### src/rtl/control_pkg.sv
// Shared types for the control sequencer: FSM states, opcode/condition encodings,
// the status-flag layout and the condition-code evaluator.
package control_pkg;

    localparam int CTRL_COND_W = 4;
    localparam int CTRL_OP_W   = 4;

    typedef enum logic [3:0] {
        ST_RESET  = 4'd0,
        ST_FETCH  = 4'd1,
        ST_DECODE = 4'd2,
        ST_EXEC   = 4'd3,
        ST_ADDR   = 4'd4,
        ST_MEM    = 4'd5,
        ST_WB     = 4'd6,
        ST_STOP   = 4'd7,
        ST_IRQ    = 4'd8
    } ctrl_state_e;

    typedef enum logic [CTRL_OP_W-1:0] {
        OP_NOP   = 4'd0,
        OP_ADD   = 4'd1,
        OP_SUB   = 4'd2,
        OP_AND   = 4'd3,
        OP_OR    = 4'd4,
        OP_XOR   = 4'd5,
        OP_SHL   = 4'd6,
        OP_SHR   = 4'd7,
        OP_LOAD  = 4'd8,
        OP_STORE = 4'd9,
        OP_HALT  = 4'd15
    } opcode_e;

    typedef enum logic [CTRL_COND_W-1:0] {
        C_NONE = 4'd0,
        C_EQ   = 4'd1,
        C_NE   = 4'd2,
        C_LTU  = 4'd3,
        C_GTU  = 4'd4,
        C_LEU  = 4'd5,
        C_GEU  = 4'd6,
        C_LTS  = 4'd7,
        C_GTS  = 4'd8,
        C_LES  = 4'd9,
        C_GES  = 4'd10
    } cond_e;

    typedef struct packed {
        logic n;
        logic z;
        logic c;
        logic v;
    } status_t;

    // Codes past C_GES are reserved and evaluate as always-true.
    function automatic logic cond_true(cond_e cond, status_t st);
        logic r;
        case (cond)
            C_NONE:  r = 1'b1;
            C_EQ:    r = st.z;
            C_NE:    r = !st.z;
            C_LTU:   r = !st.c;
            C_GTU:   r = st.c && !st.z;
            C_LEU:   r = !st.c || st.z;
            C_GEU:   r = st.c;
            C_LTS:   r = st.n != st.v;
            C_GTS:   r = !st.z && (st.n == st.v);
            C_LES:   r = st.z || (st.n != st.v);
            C_GES:   r = st.n == st.v;
            default: r = 1'b1;
        endcase
        return r;
    endfunction

endpackage

### src/rtl/wait_timer.sv
// Counts consecutive memory-wait cycles; expired_o flags the MAX_WAIT-th waiting cycle.
module wait_timer #(
    parameter int MAX_WAIT = 15
) (
    input  logic clk,
    input  logic rst_n,
    input  logic clr_i,
    input  logic en_i,
    output logic expired_o
);
    localparam int CNT_W = (MAX_WAIT < 2) ? 1 : $clog2(MAX_WAIT);
    localparam logic [CNT_W-1:0] LAST = CNT_W'(MAX_WAIT - 1);

    logic [CNT_W-1:0] cnt_q, cnt_d;

    always_comb begin
        cnt_d = cnt_q;
        if (clr_i)
            cnt_d = '0;
        else if (en_i && cnt_q != LAST)
            cnt_d = cnt_q + 1'b1;
    end

    always_ff @(posedge clk or negedge rst_n) begin
        if (!rst_n) cnt_q <= '0;
        else        cnt_q <= cnt_d;
    end

    // cnt_q holds the number of earlier wait cycles, so LAST marks the final allowed one.
    assign expired_o = en_i && (cnt_q == LAST);

endmodule

### src/rtl/control_seq.sv
// Multi-cycle control sequencer: fetch/decode/exec/memory phases with wait timeout and sticky STOP.
// Optional interrupt entry at fetch is enabled with `define CONTROL_IRQ_EN.
module control_seq
    import control_pkg::*;
#(
    parameter int WORD_W   = 32,
    parameter int COND_W   = 4,
    parameter int OP_W     = 4,
    parameter int MAX_WAIT = 15
) (
    input  logic              clk,
    input  logic              rst_n,
    input  logic [WORD_W-1:0] ir,
    input  logic [3:0]        status,
    input  logic              mem_rdy,
    output logic              mem_rd,
    output logic              mem_wr,
    output logic              ld_ir,
    output logic              pc_inc,
    output logic              ld_mar,
    output logic              ld_mdr,
    output logic              ld_reg,
    output logic              ld_status,
    output logic              oe_alu,
    output logic [OP_W-1:0]   alu_op,
    output logic              halted,
    output logic              timeout_err
`ifdef CONTROL_IRQ_EN
    ,
    input  logic              irq,
    output logic              irq_ack,
    output logic              ld_pc_vec
`endif
);

    ctrl_state_e     state_q, state_d;
    logic [OP_W-1:0] op_q, op_d;
    logic            timeout_q, timeout_d;

    logic [COND_W-1:0] cond_f;
    logic [OP_W-1:0]   op_f;
    logic              cond_ok;
    logic              is_load;
    logic              irq_take;
    logic              in_wait, wt_en, wt_clr, wt_expired;
    logic              unused_ir_bits;

    assign cond_f         = ir[WORD_W-1 -: COND_W];
    assign op_f           = ir[WORD_W-COND_W-1 -: OP_W];
    assign unused_ir_bits = ^ir[WORD_W-COND_W-OP_W-1:0];
    assign cond_ok        = cond_true(cond_e'(cond_f), status_t'(status));
    assign is_load        = (op_q == OP_W'(OP_LOAD));

`ifdef CONTROL_IRQ_EN
    logic first_q, first_d;
    assign irq_take  = (state_q == ST_FETCH) && first_q && irq;
    assign first_d   = (state_d == ST_FETCH) && (state_q != ST_FETCH);
    assign irq_ack   = (state_q == ST_IRQ);
    assign ld_pc_vec = (state_q == ST_IRQ);
`else
    assign irq_take  = 1'b0;
`endif

    // A cycle spent diverting to IRQ is not a memory wait.
    assign in_wait = (state_q == ST_FETCH) || (state_q == ST_MEM);
    assign wt_en   = ((state_q == ST_FETCH && !irq_take) || state_q == ST_MEM) && !mem_rdy;
    assign wt_clr  = !in_wait || mem_rdy || irq_take;

    wait_timer #(.MAX_WAIT(MAX_WAIT)) u_wait_timer (
        .clk       (clk),
        .rst_n     (rst_n),
        .clr_i     (wt_clr),
        .en_i      (wt_en),
        .expired_o (wt_expired)
    );

    always_comb begin
        state_d   = state_q;
        op_d      = op_q;
        timeout_d = timeout_q;
        case (state_q)
            ST_RESET: state_d = ST_FETCH;
            ST_FETCH: begin
                if (irq_take)
                    state_d = ST_IRQ;
                else if (mem_rdy)
                    state_d = ST_DECODE;
                else if (wt_expired) begin
                    state_d   = ST_STOP;
                    timeout_d = 1'b1;
                end
            end
            ST_DECODE: begin
                op_d = op_f;
                if (!cond_ok)
                    state_d = ST_FETCH;
                else begin
                    case (op_f)
                        OP_W'(OP_ADD), OP_W'(OP_SUB), OP_W'(OP_AND), OP_W'(OP_OR),
                        OP_W'(OP_XOR), OP_W'(OP_SHL), OP_W'(OP_SHR):
                            state_d = ST_EXEC;
                        OP_W'(OP_LOAD), OP_W'(OP_STORE):
                            state_d = ST_ADDR;
                        OP_W'(OP_HALT):
                            state_d = ST_STOP;
                        default:
                            state_d = ST_FETCH;
                    endcase
                end
            end
            ST_EXEC: state_d = ST_FETCH;
            ST_ADDR: state_d = ST_MEM;
            ST_MEM: begin
                if (mem_rdy)
                    state_d = is_load ? ST_WB : ST_FETCH;
                else if (wt_expired) begin
                    state_d   = ST_STOP;
                    timeout_d = 1'b1;
                end
            end
            ST_WB:   state_d = ST_FETCH;
            ST_STOP: state_d = ST_STOP;
            ST_IRQ:  state_d = ST_FETCH;
            default: state_d = ST_RESET;
        endcase
    end

    always_ff @(posedge clk or negedge rst_n) begin
        if (!rst_n) begin
            state_q   <= ST_RESET;
            op_q      <= '0;
            timeout_q <= 1'b0;
`ifdef CONTROL_IRQ_EN
            first_q   <= 1'b0;
`endif
        end else begin
            state_q   <= state_d;
            op_q      <= op_d;
            timeout_q <= timeout_d;
`ifdef CONTROL_IRQ_EN
            first_q   <= first_d;
`endif
        end
    end

    // Strobes follow the state; mem_rdy only qualifies the bus-capture strobes.
    always_comb begin
        mem_rd    = 1'b0;
        mem_wr    = 1'b0;
        ld_ir     = 1'b0;
        pc_inc    = 1'b0;
        ld_mar    = 1'b0;
        ld_mdr    = 1'b0;
        ld_reg    = 1'b0;
        ld_status = 1'b0;
        oe_alu    = 1'b0;
        alu_op    = '0;
        case (state_q)
            ST_FETCH: begin
                mem_rd = !irq_take;
                ld_ir  = mem_rdy && !irq_take;
                pc_inc = mem_rdy && !irq_take;
            end
            ST_EXEC: begin
                oe_alu    = 1'b1;
                ld_reg    = 1'b1;
                ld_status = 1'b1;
                alu_op    = op_q;
            end
            ST_ADDR: ld_mar = 1'b1;
            ST_MEM: begin
                if (is_load) begin
                    mem_rd = 1'b1;
                    ld_mdr = mem_rdy;
                end else begin
                    mem_wr = 1'b1;
                end
            end
            ST_WB:   ld_reg = 1'b1;
            default: ;
        endcase
    end

    assign halted      = (state_q == ST_STOP);
    assign timeout_err = timeout_q;

endmodule

### config.mk
export PLATFORM = sky130hd
export DESIGN_NAME = control_seq
export DESIGN_NICKNAME = d
export VERILOG_FILES = /design/src/rtl/control_pkg.sv /design/src/rtl/wait_timer.sv /design/src/rtl/control_seq.sv
export SDC_FILE = /design/constraint.sdc
export NUM_CORES = 1
export LEC_CHECK = 0
export CORE_UTILIZATION = 33
export CTS_CLUSTER_DIAMETER = 200
export CTS_CLUSTER_SIZE = 14
export DETAILED_ROUTE_END_ITERATION = 8
export GPL_TIMING_DRIVEN = 0
export PLACE_DENSITY_LB_ADDON = 0.12
export SETUP_SLACK_MARGIN = 0.15
export SLEW_MARGIN = 20
export SYNTH_ARGS = -nofsm -noshare
export SYNTH_HDL_FRONTEND = slang
export SYNTH_SLANG_ARGS = --single-unit
### constraint.sdc
create_clock -name clk -period 1.44 [get_ports clk]
set_input_delay 0.216 -clock clk [delete_from_list [all_inputs] [get_ports clk]]
set_output_delay 0.216 -clock clk [all_outputs]
set_load 0.02 [all_outputs]
# ---- Word level (Yosys, flattened, before mapping)
# Memories as Yosys holds them, arrays and structs flattened.
# Cells that the tools add are included.
dict set report classes {
  eq_ne 23
  bitwise_logic 1
  n_reduce_logical 19
  n_mux 20
  n_addsub 1
}
# op count
set op_table {}
lappend op_table {{$eq 4x3->1 const B} 8}
lappend op_table {{$mux 4} 7}
lappend op_table {{$eq 4x4->1 const B} 6}
lappend op_table {{$pmux 4 s6} 1}
lappend op_table {{$eq 4x2->1 const B} 4}
lappend op_table {{$pmux 1 s10} 1}
lappend op_table {{$mux 1} 9}
lappend op_table {{$eq 4x1->1 const B} 2}
lappend op_table {{$logic_and 1x1->1} 5}
lappend op_table {{$add 4x1->4 const B} 1}
lappend op_table {{$logic_not 1->1} 4}
lappend op_table {{$logic_not 4->1} 1}
lappend op_table {{$logic_or 1x1->1} 4}
lappend op_table {{$ne 4x4->1 const B} 1}
lappend op_table {{$reduce_or 2->1} 2}
lappend op_table {{$reduce_or 4->1} 1}
lappend op_table {{$mux 3} 1}
lappend op_table {{$reduce_and 3->1} 1}
lappend op_table {{$pmux 1 s2} 1}
lappend op_table {{$reduce_bool 2->1} 1}
lappend op_table {{$eq 1x1->1} 1}
lappend op_table {{$ne 1x1->1} 1}
lappend op_table {{$not 1->1} 1}
dict set report word_totals {
  output_inout_bits 15
  mem_count 1
  rom_bits 48
  register_bits 13
  input_bits 39
}
# memory depth word_bits rd rd_ports_with_merged_regs write_ports line
set memory_table {}
lappend memory_table {{(no name shown)} 16 3 1 0 0 control_seq.sv:98} ;# case (op_f)

# ---- Depth between registers and ports, before layout
# Gate-level depths: netlist (run 1).
dict set report depth {
  depth_word 7
  ltp_mapped 6
  mapped_depth_nobuf 6
}

# ---- By module
# A second synthesis (run 1) with hierarchy kept.
dict set report unflattened {
  cells_unflattened 110
  hier_area_um2 985.9
}
# module area_each_um2 seq_area_each_um2 n_inst cells_per_inst
set by_module_without_submodules {}
lappend by_module_without_submodules {control_seq 732.0 225.2 1 86}
lappend by_module_without_submodules {wait_timer 254.0 100.1 1 24}

# ---- Least setup slack after synthesis (run 1)
# OpenSTA, ideal clock, no wires.
dict set report synth_path {
  path_type {reg-to-output}
  startpoint {reg state_q[1]}
  endpoint {out pc_inc}
  t_required_ns 1.224
  stages_incl_launch_ff 5
  path_buffers 1
  t_arrival_ns 1.438
  slack_ns -0.214
  cell_sequence {dfrtp_1 nor2b_1 nand2_1 nor3_1 buf_4}
}
dict set report synth_between {
  elab_chain_len 2
}
# element line
set synth_rtl {}
lappend synth_rtl {{start: declaration} control_seq.sv:36} ;# ctrl_state_e state_q, state_d;
lappend synth_rtl {{start signal: assignment} control_seq.sv:137} ;# state_q <= state_d;
lappend synth_rtl {{$eq 4x1->1} -}
lappend synth_rtl {{$mux 1} -}
lappend synth_rtl {{end: declaration} control_seq.sv:19} ;# output logic pc_inc,
# No other way between the ends.

# ---- Final worst setup path (run 1)
dict set report layout_path {
  startpoint {reg op_q[1]}
  endpoint {out mem_rd}
}
dict set report layout_between {
  elab_chain_len 3
}
# element line
set layout_rtl {}
lappend layout_rtl {{start: declaration} control_seq.sv:37} ;# logic [OP_W-1:0] op_q, op_d;
lappend layout_rtl {{start signal: assignment} control_seq.sv:138} ;# op_q <= op_d;
lappend layout_rtl {{$eq 4x4->1} control_seq.sv:52} ;# assign is_load = (op_q == OP_W'(OP_LOAD));
lappend layout_rtl {{$mux 1} control_seq.sv:172} ;# if (is_load) begin
lappend layout_rtl {{$pmux 1 s2} control_seq.sv:158} ;# case (state_q)
lappend layout_rtl {{end: declaration} control_seq.sv:16} ;# output logic mem_rd,
# No other way between the ends.

==> results.py, run 1 <==
metrics = {
    "routing": {
        "drt_first_pass_iters": 4,
        "route.final.wire_length_mm": 2.76,
        "detail_route.drc_violations": 0,
        "drt_first_iter_violations": 27,
        "wl_per_cell_um": 14.8,
        "routed-via-count": 970,
        "postRouteAntennaNets": 0,
        "vias_per_cell": 5.19,
    },
    "floorplan": {
        "initial_utilization": 0.360,
        "floorplan.io_pins": 54,
        "placementRows": 18,
        "core_area_sq_mm": 0.00254,
        "die_x_um": 54.7,
        "die-height_um": 54.7,
        "die_area_sq_mm": 0.00299,
    },
    "yosys": {
        "synth_compound_area_frac": 0.213,
        "synthArstFlopShare": 1.00,
        "synth_top_family_by_area": "simple AND/OR/NAND/NOR gates",
        "post_synth_fa_ha_maj_area_fraction": 0.0273,
        "yosys_warnings": 0,
        "synth.distinct_cells": 41,
        "synthesis.nets": 139,
        "synth.area.mux_share": 0.0492,
        "synth_enable_flop_cells": 0,
        "synth_xor_xnor_area_share": 0.0478,
        "postSynthRegisterBits": 13,
        "mappedNetlistArea_sq_um": 916,
        "post_synth.cell_area_avg_sq_um": 9.35,
        "yosys.area_share.simple": 0.250,
        "synth_seq_area_share": 0.355,
        "synth-main-ff-cell": "sky130_fd_sc_hd__dfrtp_1",
        "syn_inst": 98,
    },
    "setup_path": {
        "path_max_fanout": 3,
        "path_class": "register to primary output",
        "worst_setup_path_end_kind": "primary output",
        "worst-r2r-setup-slack_ns": -0.16,
        "rr_endpoint": "op_q[2]",
        "cp.required_ns": 1.22,
        "timing.rr.start": "state_q[1]",
        "cp_cell_sequence": "or4b_4, a21boi_2, buf_4",
        "crit_slowest_cell": "sky130_fd_sc_hd__or4b_4",
        "number_of_cell_instances_on_the_worst_register_to_register_path": 7,
        "critical_path.startpoint_type": "register",
        "cp_data_arrival_time_ns": 1.53,
        "max_stage_delay_ns": 0.55,
    },
    "layout": {
        "post_layout_instance_count_excluding_filler_cells": 187,
        "layout.nets": 199,
        "finish.instance_area_sq_mm": 0.00166,
        "register_area_sq_um": 328,
        "areaGrowthSynthToFinish_pct": 81.1,
        "post-route-util": 0.652,
        "multi_input_comb_area_sq_um": 674,
        "antenna-diode-count": 0,
        "layout_cells_sized_above_1": 0.516,
        "final.fill_count": 193,
    },
    "grt": {
        "grt_remaining_overflow": 0,
        "gr-usage-all-layers": 0.189,
        "pin_count_of_the_biggest_net_entering_global_routing": 14,
        "grt_antenna_before_repair": 0,
        "grt_first_pass_wirelength_mm": 3.88,
        "via_count_of_the_first_global_routing_pass": 897,
    },
    "placement": {
        "pre_cts_setup_slack_ns": -0.535,
        "placed_cells": 157,
        "dp.final_hpwl_mm": 1.56,
        "number_of_port_buffers": 29,
        "placed_area_sq_mm": 0.00128,
        "routabilityCongestion": 0.736,
    },
    "run": {
        "max_cap_check_violation_count": 0,
    },
    "timing": {
        "finClkSkew_ns": 0.000341,
        "rsz_0062_raised_after_global_routing": "true",
        "fin_ws_ns": -0.309,
        "post-route-min-period_ns": 1.75,
        "clock.fmax_mhz": 572,
        "final-setup-viol-count": 21,
        "fin_crit_sh": 1.21,
        "report.final.slew_viol_count": 0,
        "final-hold-violation-count": 0,
        "finalSetupTns_ns": -3.68,
        "fin_hold_ws_ns": 0.323,
        "transition_time_at_the_pin_with_the_least_slew_margin_ns": 0.595,
        "max-slew-margin-rel": 0.602,
    },
    "clock_network": {
        "post_cts_hold_buffer_count": 0,
        "root_buffer": "sky130_fd_sc_hd__clkbuf_4",
        "htree_num_levels": 1,
        "cts_tree": "built",
        "clk_pin_slew_ns": 0.08,
        "tritoncts.num_buffers": 3,
        "buffer_levels_on_the_longest_clock_path": 2,
        "clk_latency_ns": 0.26,
        "tritoncts_num_sinks": 13,
    },
    "min_path": {
        "hp-class": "input port to asynchronous set/reset pin",
    },
    "status": {
        "failed_checks": "setup timing",
        "run_status": "finished, violations left",
    },
    "pwr": {
        "leakage_nw": 0.738,
        "totalPowerFinal_mw": 1.84,
        "power.ir.vdd_worst_v": 0.000696,
        "cellPowerDensity_mw_per_mm2": 1110,
    },
}
state kept, by name (all words and copies together) (netlist names):
register and cells:
u_wait_timer.cnt_q 4, op_q 4, timeout_err 1, state_q 4
critical path, delay by kind of cell, from the launching register on:
family | cells | cell delay (ns)
buf+inv | 1 | 0.15
compound gates | 1 | 0.14
simple gates | 1 | 0.55
flops | 1 | 0.43
worst max path at each step:
| stage | from | endpoint | slack [ns] | cells past startpoint |
|---|---|---|---|---|
| 3_5_place_dp | mem_rdy | pc_inc | -0.53 | 5 |
| 5_1_grt | state_q[1] | alu_op[2] | -0.36 | 5 |
| 3_3_place_gp | mem_rdy | pc_inc | -0.53 | 5 |
| 4_1_cts | op_q[2] | mem_rd | -0.29 | 3 |
| 2_1_floorplan | state_q[1] | pc_inc | 0.02 | 4 |
| 6_report | op_q[1] | mem_rd | -0.31 | 3 |
kinds of logic after synthesis:
| kind of cell | after synthesis |
|---|---|
| AO/OA/AOI/OAI | 29 |
| XOR/XNOR | 5 |
| adder cells (fa/ha/maj) | 2 |
| buffers and inverters | 8 |
| flip-flops | 13 |
| multiplexers | 4 |
| other | 1 |
| AND/OR/NAND/NOR | 36 |
layout by cell type (no fill, tap or decap), types with 3 or more instances in the layout:
master	netlist	routed
sky130_fd_sc_hd__buf_6	1	25
sky130_fd_sc_hd__buf_4	3	19
sky130_fd_sc_hd__clkdlybuf4s50_1	0	14
sky130_fd_sc_hd__dfrtp_1	13	11
sky130_fd_sc_hd__o21ai_0	7	7
sky130_fd_sc_hd__nor2_1	6	5
sky130_fd_sc_hd__a21oi_1	7	5
sky130_fd_sc_hd__and2_4	0	4
sky130_fd_sc_hd__nor3_4	1	3
sky130_fd_sc_hd__nand2_1	6	3
sky130_fd_sc_hd__xnor2_1	3	3
sky130_fd_sc_hd__nand2b_1	3	3
sky130_fd_sc_hd__inv_1	4	3
sky130_fd_sc_hd__o21ai_1	3	3
sky130_fd_sc_hd__mux2_4	0	3
sky130_fd_sc_hd__clkbuf_4	0	3
synthesized netlist by cell type (all sizes together) (3+ instances only):
cell type / number / area, sq um
a21oi: 7 / 35.0
and2: 4 / 26.3
buf: 4 / 33.8
dfrtp: 13 / 325
inv: 4 / 15.0
mux2: 4 / 45.0
nand2: 6 / 22.5
nand2b: 4 / 27.5
nor2: 6 / 22.5
nor3: 4 / 36.3
o21ai: 10 / 50.0
xnor2: 3 / 26.3
routing by layer:
layer  GRT usage  part of all wire  vias up
li1            -                 -      468
met1       0.196              0.38      463
met2       0.359              0.56       33
met3      0.0167             0.036        6
met4       0.111             0.025        0
met5           0                 0        -
cell type report:
type | count | share of cell area
multi-input cells | 77 | 0.406
repair buffers | 55 | 0.321
flip-flops and latches | 13 | 0.198
plain buffers | 4 | 0.0249
well taps | 30 | 0.0226
clock buffers | 4 | 0.0158
inverters | 4 | 0.0121
where the power goes:
group | total, mW | switching [mW] | internal [mW]
combinational | 1.06 | 0.418 | 0.638
clock | 0.217 | 0.110 | 0.107
sequential | 0.564 | 0.113 | 0.451
what timing repair did:
item	in CTS	in global routing
buffers inserted	21	5
gates cloned	0	0
setup endpoints to repair	24	24
gates resized for setup	102	20
pin swaps	7	9
endpoints found under the hold margin	0	0
Note: power is estimated with default switching activity, not from simulation.
==> run 2, diff against run 1 <==
--- a/config.mk
+++ b/config.mk
@@ -5,14 +5,15 @@
 export SDC_FILE = /design/constraint.sdc
 export NUM_CORES = 1
 export LEC_CHECK = 0
-export CORE_UTILIZATION = 33
+export CORE_UTILIZATION = 35
 export CTS_CLUSTER_DIAMETER = 200
-export CTS_CLUSTER_SIZE = 14
+export CTS_CLUSTER_SIZE = 16
 export DETAILED_ROUTE_END_ITERATION = 8
 export GPL_TIMING_DRIVEN = 0
-export PLACE_DENSITY_LB_ADDON = 0.12
+export PLACE_DENSITY = 0.73
 export SETUP_SLACK_MARGIN = 0.15
 export SLEW_MARGIN = 20
 export SYNTH_ARGS = -nofsm -noshare
 export SYNTH_HDL_FRONTEND = slang
+export SYNTH_HIERARCHICAL = 1
 export SYNTH_SLANG_ARGS = --single-unit
==> results.py, run 2 <==
metrics = {
    "status": {
        "run_status": "finished, violations left",
        "failed_checks": "setup timing",
    },
    "grt": {
        "grt_first_pass_wirelength_mm": 4.11,
        "pin_count_of_the_biggest_net_entering_global_routing": 14,
        "grt_antenna_before_repair": 0,
        "gr-usage-all-layers": 0.190,
        "via_count_of_the_first_global_routing_pass": 983,
        "grt_remaining_overflow": 0,
    },
    "clock_network": {
        "tritoncts_num_sinks": 13,
        "clk_latency_ns": 0.28,
        "htree_num_levels": 1,
        "cts_tree": "built",
        "buffer_levels_on_the_longest_clock_path": 2,
        "clk_pin_slew_ns": 0.08,
        "root_buffer": "sky130_fd_sc_hd__clkbuf_4",
        "tritoncts.num_buffers": 3,
    },
    "setup_path": {
        "path_max_fanout": 5,
        "crit_slowest_cell": "sky130_fd_sc_hd__or4b_4",
        "max_stage_delay_ns": 0.56,
        "number_of_cell_instances_on_the_worst_register_to_register_path": 7,
        "critPathBufInv": 1,
        "path_class": "register to primary output",
        "critical_path.startpoint_type": "register",
        "worst_setup_path_end_kind": "primary output",
        "cp_top_family": "simple AND/OR/NAND/NOR gates",
        "cp_data_arrival_time_ns": 1.61,
        "timing.rr.start": "state_q[3]",
        "cp.depth": 4,
        "worst-r2r-setup-slack_ns": -0.35,
        "rr_endpoint": "u_wait_timer/cnt_q[0]",
        "cp_cell_sequence": "or4b_4, and2_4, nor2_4, buf_6",
        "cp.required_ns": 1.22,
    },
    "yosys": {
        "yosys_warnings": 6,
        "post_synth_fa_ha_maj_area_fraction": 0.0254,
        "syn_inst": 110,
        "synth_enable_flop_cells": 0,
        "yosys.area_share.simple": 0.286,
        "synthArstFlopShare": 1.00,
        "synth.top_cells.by_area": "sky130_fd_sc_hd__dfrtp_1 33%, sky130_fd_sc_hd__nor2_1 3.8%, sky130_fd_sc_hd__mux2_2 3.4%",
        "synth_seq_area_share": 0.330,
        "synth_compound_area_frac": 0.208,
        "synth.area.mux_share": 0.0761,
        "synthesis.nets": 151,
        "synth_top_family_by_area": "simple AND/OR/NAND/NOR gates",
        "mappedNetlistArea_sq_um": 986,
        "synth_common_cells": "13 x sky130_fd_sc_hd__dfrtp_1, 10 x sky130_fd_sc_hd__nor2_1, 6 x sky130_fd_sc_hd__inv_1, 6 x sky130_fd_sc_hd__nor3_1",
        "yosysTopAreaCell": "sky130_fd_sc_hd__dfrtp_1",
        "area_share_of_the_largest_cell_type_after_synthesis": 0.330,
        "postSynthRegisterBits": 13,
        "post_synth.cell_area_avg_sq_um": 8.96,
        "synth-main-ff-cell": "sky130_fd_sc_hd__dfrtp_1",
        "synth.most_common_cell": "sky130_fd_sc_hd__dfrtp_1",
        "synth_xor_xnor_area_share": 0.0178,
        "synth.distinct_cells": 44,
    },
    "layout": {
        "top_regs": "op_q x4, state_q x4, u_wait_timer/cnt_q x4",
        "final.fill_count": 203,
        "layout.nets": 214,
        "finish.instance_area_sq_mm": 0.00177,
        "areaGrowthSynthToFinish_pct": 79.7,
        "final_common_cell": "sky130_fd_sc_hd__buf_6",
        "antenna-diode-count": 0,
        "mostFrequentLayoutCells": "24 x sky130_fd_sc_hd__buf_6, 18 x sky130_fd_sc_hd__buf_4, 13 x sky130_fd_sc_hd__clkdlybuf4s50_1",
        "layout_cells_sized_above_1": 0.483,
    },
    "timing": {
        "transition_time_at_the_pin_with_the_least_slew_margin_ns": 0.566,
        "max-slew-margin-rel": 0.621,
        "report.final.slew_viol_count": 0,
        "fin_crit_sh": 1.27,
        "final-setup-viol-count": 26,
        "fin_ws_ns": -0.388,
        "rsz_0062_raised_after_global_routing": "true",
        "clock.fmax_mhz": 547,
        "finClkSkew_ns": 0.00129,
        "fin_hold_ws_ns": 0.297,
        "post-route-min-period_ns": 1.83,
        "final-hold-violation-count": 0,
    },
    "placement": {
        "number_of_port_buffers": 29,
        "dp.final_hpwl_mm": 1.70,
        "placed_area_sq_mm": 0.00136,
        "routabilityCongestion": 0.764,
    },
    "routing": {
        "routed-via-count": 1048,
        "drt_first_iter_violations": 17,
        "postRouteAntennaNets": 0,
        "route.final.wire_length_mm": 2.77,
        "wl_per_cell_um": 13.7,
        "vias_per_cell": 5.19,
        "drt_first_pass_iters": 4,
        "detail_route.drc_violations": 0,
    },
    "floorplan": {
        "die_x_um": 55.1,
        "placementRows": 18,
        "die_area_sq_mm": 0.00303,
        "die-height_um": 55.1,
        "initial_utilization": 0.384,
        "core_area_sq_mm": 0.00257,
        "floorplan.io_pins": 54,
    },
    "pwr": {
        "power.ir.vdd_worst_v": 0.000913,
        "cellPowerDensity_mw_per_mm2": 1060,
        "leakage_nw": 0.779,
    },
    "min_path": {
        "hp-class": "input port to asynchronous set/reset pin",
    },
    "run": {
        "max_cap_check_violation_count": 0,
    },
}
## run 2: worst max path at each step
stage / startpoint / endpoint / slack (ns)
final: op_q[1] / mem_rd / -0.39
after global routing: op_q[0] / mem_rd / -0.44
after CTS: op_q[0] / mem_rd / -0.40
after detailed placement: mem_rdy / pc_inc / -0.83
after global placement: mem_rdy / pc_inc / -0.82
after floorplan: state_q[0] / pc_inc / -0.32
## run 2: power by group
part           leakage [nW]  total (mW)  switching [mW]  internal [mW]
clock                0.0150       0.230           0.123          0.107
sequential            0.167       0.524          0.0774          0.447
combinational         0.597        1.12           0.436          0.685
## run 2: repair_timing
| item | in CTS | in global routing |
|---|---|---|
| setup endpoints to repair | 27 | 26 |
| hold endpoints to repair | 0 | 0 |
| hold buffers | 0 | 0 |
| resized for setup | 112 | 18 |
| gates cloned | 2 | 0 |
| pin swaps | 14 | 9 |
| setup buffers | 21 | 6 |
## run 2: per-layer routing
metal  up-vias  global-route usage  wire length [um]
li1        521                   -                 -
met1       504               0.236              1250
met2        21               0.331              1430
met3         2              0.0383                73
met4         0              0.0500                14
met5         -                   0                 0
## run 2: area by class of cell
cell class / instances / area (sq um) / share of cell area
multi-input cells: 85 / 732 / 0.413
repair buffers: 58 / 564 / 0.319
flip-flops and latches: 13 / 328 / 0.185
plain buffers: 5 / 55.1 / 0.0311
well taps: 30 / 37.5 / 0.0212
inverters: 7 / 28.8 / 0.0162
clock buffers: 4 / 26.3 / 0.0148
## run 2: logic make-up (layout without fill, tap and decap cells)
| logic type | Yosys count | count (layout) |
|---|---|---|
| buf+inv | 12 | 74 |
| flops | 13 | 13 |
| xor+xnor | 2 | 2 |
| simple gates | 46 | 46 |
| compound gates | 28 | 28 |
| fa+ha+maj | 2 | 2 |
| other cells | 1 | 1 |
| mux | 6 | 6 |
## run 2: through the flow
step / setup TNS (ns) / worst slack (ns) / util / cells / total power [mW]
finish: -6.48 / -0.388 / 0.690 / 202 / 1.88
global route: -7.92 / -0.442 / 0.690 / 202 / 1.98
CTS: -6.04 / -0.404 / 0.641 / 196 / 1.71
detailed placement: -11.47 / -0.829 / 0.529 / 169 / 1.09
global placement: -10.92 / -0.822 / 0.529 / 169 / 1.08
floorplan: -3.48 / -0.319 / - / 110 / 0.898
==> run 3, diff against run 2 <==
==> constraint.sdc (replaced) <==
create_clock -name clk -period 1.44 [get_ports clk]
set_input_delay 0.216 -clock clk [delete_from_list [all_inputs] [get_ports clk]]
set_output_delay 0.216 -clock clk [all_outputs]
set_load 0.1 [all_outputs]
==> results.py, run 3 (synthesized netlist as in run 2, its figures left out) <==
metrics = {
    "grt": {
        "grt_antenna_before_repair": 0,
        "via_count_of_the_first_global_routing_pass": 1045,
        "gr-usage-all-layers": 0.230,
        "pin_count_of_the_biggest_net_entering_global_routing": 14,
        "grt_remaining_overflow": 0,
        "grt_first_pass_wirelength_mm": 4.71,
    },
    "layout": {
        "layout.nets": 216,
        "antenna-diode-count": 0,
        "mostFrequentLayoutCells": "19 x sky130_fd_sc_hd__buf_6, 15 x sky130_fd_sc_hd__buf_4, 14 x sky130_fd_sc_hd__buf_12",
        "multi_input_comb_area_sq_um": 776,
        "layout_cells_sized_above_1": 0.517,
        "post_layout_instance_count_excluding_filler_cells": 204,
        "final.fill_count": 169,
        "areaGrowthSynthToFinish_pct": 100,
        "post-route-util": 0.769,
        "finish.instance_area_sq_mm": 0.00197,
        "register_area_sq_um": 327,
        "top_regs": "op_q x4, state_q x4, u_wait_timer/cnt_q x4",
        "final_common_cell": "sky130_fd_sc_hd__buf_6",
    },
    "pwr": {
        "pwr-share-clk": 0.108,
        "internal_power_mw": 1.30,
        "switching_share_of_power": 0.406,
        "power_frac_comb": 0.653,
        "cellPowerDensity_mw_per_mm2": 1100,
        "total_switching_power_mw": 0.885,
        "leakage_nw": 0.854,
        "power.ir.vdd_worst_v": 0.00126,
        "flop_pwr_share": 0.239,
    },
    "setup_path": {
        "cp.required_ns": 1.22,
        "cp_cell_sequence": "or4b_4, and2_4, nor2_4, buf_12",
        "rr_endpoint": "state_q[1]",
        "path_class": "register to primary output",
        "crit_slowest_cell": "sky130_fd_sc_hd__or4b_4",
        "number_of_cell_instances_on_the_worst_register_to_register_path": 8,
        "path_max_fanout": 5,
        "worst-r2r-setup-slack_ns": -0.50,
        "timing.rr.start": "state_q[3]",
        "max_stage_delay_ns": 0.60,
        "worst_setup_path_end_kind": "primary output",
        "critical_path.startpoint_type": "register",
        "cp_data_arrival_time_ns": 1.73,
    },
    "timing": {
        "transition_time_at_the_pin_with_the_least_slew_margin_ns": 0.595,
        "final-setup-viol-count": 26,
        "post-route-min-period_ns": 1.95,
        "finClkSkew_ns": 0.00663,
        "clock.fmax_mhz": 513,
        "final-hold-violation-count": 0,
        "report.final.slew_viol_count": 0,
        "fin_hold_ws_ns": 0.304,
        "rsz_0062_raised_after_global_routing": "true",
        "max-slew-margin-rel": 0.602,
        "fin_ws_ns": -0.510,
        "fin_crit_sh": 1.35,
    },
    "clock_network": {
        "tritoncts.num_buffers": 3,
        "cts_tree": "built",
        "htree_num_levels": 1,
        "root_buffer": "sky130_fd_sc_hd__clkbuf_4",
        "buffer_levels_on_the_longest_clock_path": 2,
        "clk_pin_slew_ns": 0.09,
        "tritoncts_num_sinks": 13,
        "clk_latency_ns": 0.28,
    },
    "floorplan": {
        "die_area_sq_mm": 0.00303,
        "die-height_um": 55.1,
        "floorplan.io_pins": 54,
        "initial_utilization": 0.384,
        "core_area_sq_mm": 0.00257,
        "placementRows": 18,
        "die_x_um": 55.1,
    },
    "run": {
        "max_cap_check_violation_count": 0,
    },
    "status": {
        "run_status": "finished, violations left",
        "failed_checks": "setup timing",
    },
    "routing": {
        "drt_first_pass_iters": 4,
        "postRouteAntennaNets": 0,
        "detail_route.drc_violations": 0,
        "route.final.wire_length_mm": 3.24,
        "wl_per_cell_um": 15.9,
        "vias_per_cell": 5.30,
        "routed-via-count": 1081,
        "drt_first_iter_violations": 26,
    },
    "placement": {
        "placed_area_sq_mm": 0.00147,
        "pre_cts_setup_slack_ns": -1.45,
        "placed_cells": 169,
        "routabilityCongestion": 0.751,
        "number_of_port_buffers": 29,
        "dp.final_hpwl_mm": 1.78,
    },
    "min_path": {
        "hp-class": "input port to asynchronous set/reset pin",
    },
}
==> run 3: routing by layer <==
| layer | wire [um] | GRT usage | part of all wire |
|---|---|---|---|
| met1 | 1240 | 0.238 | 0.38 |
| met2 | 1850 | 0.460 | 0.57 |
| met3 | 131 | 0.0519 | 0.040 |
| met4 | 14 | 0.0500 | 0.0043 |
| met5 | 0 | 0 | 0 |
==> run 3: worst max path at each step <==
stage	from	end	slack (ns)
2_1_floorplan	state_q[0]	alu_op[0]	-0.78
4_1_cts	op_q[1]	mem_rd	-0.49
5_1_grt	op_q[1]	mem_rd	-0.56
6_report	op_q[1]	mem_rd	-0.51
3_5_place_dp	mem_rdy	pc_inc	-1.45
3_3_place_gp	mem_rdy	pc_inc	-1.45
==> run 3: critical path, delay by kind of cell (launching register included) <==
family | cells | cell delay [ns]
flops | 1 | 0.39
simple gates | 3 | 0.88
buf+inv | 1 | 0.18
==> run 3: through the flow <==
stage / TNS, ns / power [mW]
after floorplan: -10.23 / 1.23
after global placement: -18.40 / 1.41
after detailed placement: -18.91 / 1.43
after CTS: -7.24 / 2.06
after global routing: -10.67 / 2.28
final: -9.05 / 2.18
==> run 3: power groups by stage <==
| stage | clock [mW] | combinational [mW] | sequential, mW |
|---|---|---|---|
| floorplan | 0 | 0.709 | 0.518 |
| global placement | 0 | 0.872 | 0.539 |
| detailed placement | 0 | 0.883 | 0.544 |
| CTS | 0.236 | 1.31 | 0.512 |
| global route | 0.258 | 1.49 | 0.534 |
| finish | 0.235 | 1.43 | 0.521 |
==> run 3: repair_timing <==
action / CTS / global route
hold buffers: 0 / 0
resized for setup: 152 / 14
pin swaps: 19 / 10
hold endpoints to repair: 0 / 0
endpoints found under the setup margin: 27 / 27
gates cloned: 0 / 0
buffers inserted: 22 / 9
==> run 3: final cells by class <==
class / count / area share
multi-input combinational: 85 / 0.393
timing repair buffer: 60 / 0.360
sequential: 13 / 0.165
clock buffer: 4 / 0.0133
inverter: 7 / 0.0133
tap: 30 / 0.0190
buffer: 5 / 0.0361
